**config.mk**
```make
export PLATFORM = sky130hd
export DESIGN_NAME = alocador_de_vagas
export DESIGN_NICKNAME = d
export VERILOG_FILES = /design/src/rtl/alocador_de_vagas.sv
export SDC_FILE = /design/constraint.sdc
export NUM_CORES = 1
export LEC_CHECK = 0
export CAP_MARGIN = 20
export CORE_MARGIN = 2
export CORE_UTILIZATION = 50
export CTS_BUF_LIST = sky130_fd_sc_hd__clkbuf_8
export DETAILED_ROUTE_END_ITERATION = 10
export PLACE_DENSITY = 0.9
export SLEW_MARGIN = 10
export SYNTH_ARGS = -nofsm -noshare
export SYNTH_HDL_FRONTEND = slang
export SYNTH_SLANG_ARGS = --single-unit
export TNS_END_PERCENT = 100
```
**constraint.sdc**
```tcl
create_clock -name clk -period 4.64 [get_ports clk]
set_clock_uncertainty 0.2 [all_clocks]
set_input_delay 1.392 -clock clk [delete_from_list [all_inputs] [get_ports clk]]
set_output_delay 1.392 -clock clk [all_outputs]
set_load 0.02 [all_outputs]
```
**src/rtl/alocador_de_vagas.sv**
```systemverilog
// Parking-lot spot allocator: lowest-free-spot allocation, exit release, gate timing, occupancy counts.
// Latency: allocation and release take effect at the sampling edge; Negado/Erro are one-cycle registered pulses.
// Backpressure: none; Entrada is ignored outside OCIOSO and must drop to 0 before a new request.
module alocador_de_vagas #(
    parameter int TEMPO_CANCELA = 4
) (
    input  logic       clk,
    input  logic       reset,
    input  logic       Entrada,
    input  logic       Saida,
    input  logic [2:0] VagaSaida,
    output logic [7:0] Vagas,
    output logic [2:0] VagaAtribuida,
    output logic       Cancela,
    output logic       Negado,
    output logic       Erro,
    output logic [3:0] Ocupadas,
    output logic [3:0] Livres
);

    localparam logic [1:0] OCIOSO = 2'd0;
    localparam logic [1:0] ABERTA = 2'd1;
    localparam logic [1:0] ESPERA = 2'd2;

    localparam logic [3:0] TEMPO_L = 4'(TEMPO_CANCELA);

    logic [1:0] estado_q, estado_d;
    logic [3:0] timer_q, timer_d;
    logic [7:0] vagas_q, vagas_d;
    logic [2:0] vaga_atribuida_q, vaga_atribuida_d;
    logic       negado_q, negado_d;
    logic       erro_q, erro_d;
    logic [3:0] ocupadas_q, ocupadas_d;
    logic [3:0] livres_q, livres_d;

    logic [2:0] livre_idx;
    logic       cheio;
    logic       aloca;
    logic       libera;

    // Lowest-index free spot; scan downwards so the smallest index wins.
    always_comb begin
        livre_idx = 3'd0;
        for (int i = 7; i >= 0; i--) begin
            if (!vagas_q[i]) begin
                livre_idx = 3'(i);
            end
        end
    end

    assign cheio  = (vagas_q == 8'hFF);
    assign aloca  = (estado_q == OCIOSO) && Entrada && !cheio;
    assign libera = Saida && vagas_q[VagaSaida];

    always_comb begin
        estado_d         = estado_q;
        timer_d          = timer_q;
        vaga_atribuida_d = vaga_atribuida_q;
        negado_d         = 1'b0;
        erro_d           = Saida && !vagas_q[VagaSaida];
        vagas_d          = vagas_q;

        case (estado_q)
            OCIOSO: begin
                if (Entrada) begin
                    if (cheio) begin
                        estado_d = ESPERA;
                        negado_d = 1'b1;
                    end else begin
                        estado_d         = ABERTA;
                        timer_d          = TEMPO_L;
                        vaga_atribuida_d = livre_idx;
                    end
                end
            end
            ABERTA: begin
                if (timer_q <= 4'd1) begin
                    timer_d  = 4'd0;
                    estado_d = Entrada ? ESPERA : OCIOSO;
                end else begin
                    timer_d = timer_q - 4'd1;
                end
            end
            ESPERA: begin
                if (!Entrada) begin
                    estado_d = OCIOSO;
                end
            end
            default: begin
                estado_d = OCIOSO;
                timer_d  = 4'd0;
            end
        endcase

        // A release of the spot being allocated sees a free bit, so it never clears the new allocation.
        if (aloca) begin
            vagas_d[livre_idx] = 1'b1;
        end
        if (libera) begin
            vagas_d[VagaSaida] = 1'b0;
        end

        ocupadas_d = ocupadas_q + {3'd0, aloca} - {3'd0, libera};
        livres_d   = 4'd8 - ocupadas_d;
    end

    always_ff @(posedge clk) begin
        if (reset) begin
            estado_q         <= OCIOSO;
            timer_q          <= 4'd0;
            vagas_q          <= 8'd0;
            vaga_atribuida_q <= 3'd0;
            negado_q         <= 1'b0;
            erro_q           <= 1'b0;
            ocupadas_q       <= 4'd0;
            livres_q         <= 4'd8;
        end else begin
            estado_q         <= estado_d;
            timer_q          <= timer_d;
            vagas_q          <= vagas_d;
            vaga_atribuida_q <= vaga_atribuida_d;
            negado_q         <= negado_d;
            erro_q           <= erro_d;
            ocupadas_q       <= ocupadas_d;
            livres_q         <= livres_d;
        end
    end

    assign Vagas         = vagas_q;
    assign VagaAtribuida = vaga_atribuida_q;
    assign Cancela       = (estado_q == ABERTA);
    assign Negado        = negado_q;
    assign Erro          = erro_q;
    assign Ocupadas      = ocupadas_q;
    assign Livres        = livres_q;

endmodule

```
==> results.py <==
metrics = {
    "status": {
        "outcome": "completed",
    },
    "clock_tree": {
        "root_buffer": "clkbuf_8",
        "htree_levels": 1,
        "clkLatencyLatePin_ps": 270,
        "postCtsSetupRepairBufs": 0,
        "cts_made_buffers": 3,
        "hold_buffers": 0,
        "cts_max_path_buffers": 2,
        "cts_tree": "done",
        "cts_resized": 0,
        "clkTransAtPathRegs_ps": 80,
        "cts_sinks": 26,
    },
    "routing": {
        "post_drt_wl_per_cell_um": 14.8,
        "drt_iter0_drc": 27,
        "drt_pre_antenna_iters": 4,
        "num_vias": 1176,
        "viasPerCell": 5.91,
        "antenna_left": 0,
        "drc_errors": 0,
        "routed_wl_um": 2950,
    },
    "placement": {
        "numPortBuffers": 28,
        "hpwl_um": 2220,
        "gp_congestion": 0.865,
        "place_ws_ps": -16.0,
    },
    "critical_path": {
        "rrSetupSlack_ps": 1640,
        "path_max_fanout": 4,
        "crit_chain": "clkdlybuf4s50_1, mux4_2, mux2i_1, nor2b_1, ha_1, inv_1, ha_1, fa_1, inv_1, ha_1, nor2b_1",
        "startpoint_type": "primary input",
        "worstPathRequired_ps": 4590,
        "crit_type": "in2reg",
        "cp_slowest_stage_delay_ps": 600,
        "r2r_start": "Vagas[0]",
        "cp_common_cell": "ha_1",
        "critPathArrivalTime_ps": 4330,
        "crit_path_end_kind": "flip-flop",
        "reg2reg_to": "Livres[1]",
        "crit_path_top_delay_cell": "clkdlybuf4s50_1",
        "ff2ff_path_depth": 10,
        "startpoint": "VagaSaida[0]",
        "crit_end": "Livres[1]",
    },
    "synth": {
        "synth_seq_area_share": 0.388,
        "yosysMostFrequentCell": "dfxtp_1",
        "synth_area_leader_cell": "dfxtp_1",
        "synth.area.mux_share": 0.0560,
        "netlist_area_um2": 1340,
        "synth_xor_area_frac": 0.0261,
        "synth_cell_types": 46,
        "synth_top_family_by_area": "simple AND/OR/NAND/NOR gates",
        "ys_ff_latch": 26,
        "synth-compound-area-share": 0.174,
        "syn_area_per_cell_um2": 9.45,
        "yosys-top-cells-count": "26 x dfxtp_1, 14 x nor2_1, 9 x inv_1",
        "yosys_warnings": 0,
        "synthSimpleGateAreaFrac": 0.221,
        "synthFlopType": "dfxtp_1",
        "synthesis.nets": 157,
        "syn_inst": 142,
        "synth_edf_count": 0,
        "synth_adder_area_share": 0.0802,
        "synth-async-reset-ratio": 0,
        "synth_top_area_frac": 0.388,
        "synth.area.top_cells": "dfxtp_1 39%, ha_1 6.5%, nor2_1 3.9%, a211oi_1 3.4%, mux4_2 3.4%",
    },
    "sta": {
        "final_hold_viol_count": 0,
        "setup_viol": 0,
        "fin_crit_sh": 0.943,
        "max_freq_mhz": 228,
        "rsz0062_at_grt": "no",
        "relSlewSlack": 0.581,
        "layout_min_cycle_time_ps": 4380,
        "report.final.slew_viol_count": 0,
        "setup_slack_ps": 263,
        "worst_slew_pin_slew_ps": 623,
    },
    "layout": {
        "area_growth_pct": 25.5,
        "diodes": 0,
        "n_fill_cell": 187,
        "drive_gt1_frac": 0.0651,
        "utilization": 0.673,
        "design.final.nets": 186,
    },
    "worst_hold_path": {
        "hp-class": "reg2reg",
    },
    "power_and_ir_drop": {
        "power_density_nw_per_um2": 345,
        "leakage_nw": 0.631,
        "peakVddDrop_mv": 0.243,
    },
    "floorplan": {
        "ioPinCount": 29,
        "die_area_um2": 3110,
        "row_count": 18,
        "die_x_um": 55.8,
        "die_y_um": 55.8,
        "design.core.area_um2": 2500,
        "start_util": 0.537,
    },
    "grt": {
        "grt_pass1_vias": 1112,
        "grt_max_degree": 18,
        "grt_pass1_wl_um": 4740,
        "grt_use_total": 0.191,
        "antenna_found_initial": 0,
        "grt.overflow.total": 0,
    },
    "run": {
        "maxCapViolations": 0,
    },
}
## layer usage
layer | track usage | routed length, um | vias to the layer above
met3 | 0.0326 | 173 | 3
li1 | - | - | 568
met1 | 0.232 | 1230 | 562
met5 | 0 | 0 | -
met2 | 0.330 | 1510 | 43
met4 | 0.0836 | 28 | 0
## sequential cells by signal (all words and copies together) (netlist names)
name and cells:
timer_q 4, VagaAtribuida 3, Vagas 8, Livres 3, Ocupadas 4, Erro 1
Negado 1, estado_q 2
## worst min path at each step
stage,start,end,slack (ps),cells past startpoint
3_3_place_gp,VagaAtribuida[1],VagaAtribuida[1],250,2
3_5_place_dp,VagaAtribuida[1],VagaAtribuida[1],250,2
5_1_grt,VagaAtribuida[1],VagaAtribuida[1],290,2
6_report,VagaAtribuida[1],VagaAtribuida[1],260,2
2_1_floorplan,timer_q[3],timer_q[3],300,2
4_1_cts,VagaAtribuida[1],VagaAtribuida[1],260,2
## final cells by class
cell class              count  area [um^2]  share of cell area
flip-flops and latches     26          520               0.309
repair buffers             31          303               0.180
inverters                   9         33.8              0.0201
well taps                  30         37.5              0.0223
clock buffers               3         41.3              0.0245
multi-input cells         100          747               0.444
## worst max-delay path: cells and delay by family
| kind | cells | cell delay (ps) |
|---|---|---|
| mux | 2 | 740 |
| simple gates | 2 | 200 |
| buf+inv | 3 | 710 |
| fa+ha+maj | 4 | 1280 |
## cells in the final DEF, fill, tap and decap left out, drive strengths merged, types with 2 or more instances in the layout
cell / count
clkbuf: 3
nand2b: 4
dfxtp: 26
a211oi: 6
nor2b: 5
or3: 2
xor2: 3
and3b: 2
mux4: 2
inv: 9
a2bb2oi: 2
nand2: 6
nor3b: 2
nand4: 2
ha: 7
o21bai: 2
a31oi: 4
and2b: 2
buf: 3
nand3b: 2
mux2i: 3
nor2: 14
a21oi: 8
o211ai: 2
nand3: 3
clkdlybuf4s50: 28
## kinds of logic (layout without fill, tap and decap cells)
family | Yosys count | in the layout
compound gates | 33 | 33
xor+xnor | 4 | 4
fa+ha+maj | 8 | 8
simple gates | 50 | 50
buf+inv | 16 | 43
mux | 5 | 5
flops | 26 | 26
## where the power goes
group / total (mW) / switching (mW) / internal [mW] / leakage [nW]
sequential: 0.265 / 0.0174 / 0.248 / 0.213
combinational: 0.190 / 0.0958 / 0.0941 / 0.397
clock: 0.126 / 0.0680 / 0.0583 / 0.0216
total: 0.581 / 0.181 / 0.400 / 0.631
## stage by stage
stage / area (um^2) / power (mW) / setup TNS (ps) / instances / hold WS, ps
6_report: 1680 / 0.581 / 0 / 199 / 260
5_1_grt: 1680 / 0.614 / 0 / 199 / 289
4_1_cts: 1680 / 0.587 / 0 / 199 / 261
3_5_place_dp: 1640 / 0.462 / -16.0 / 196 / 250
3_3_place_gp: 1640 / 0.453 / 0 / 196 / 253
2_1_floorplan: 1340 / 0.392 / 0 / 142 / 302
No activity file was read; power rests on OpenSTA's default activity.
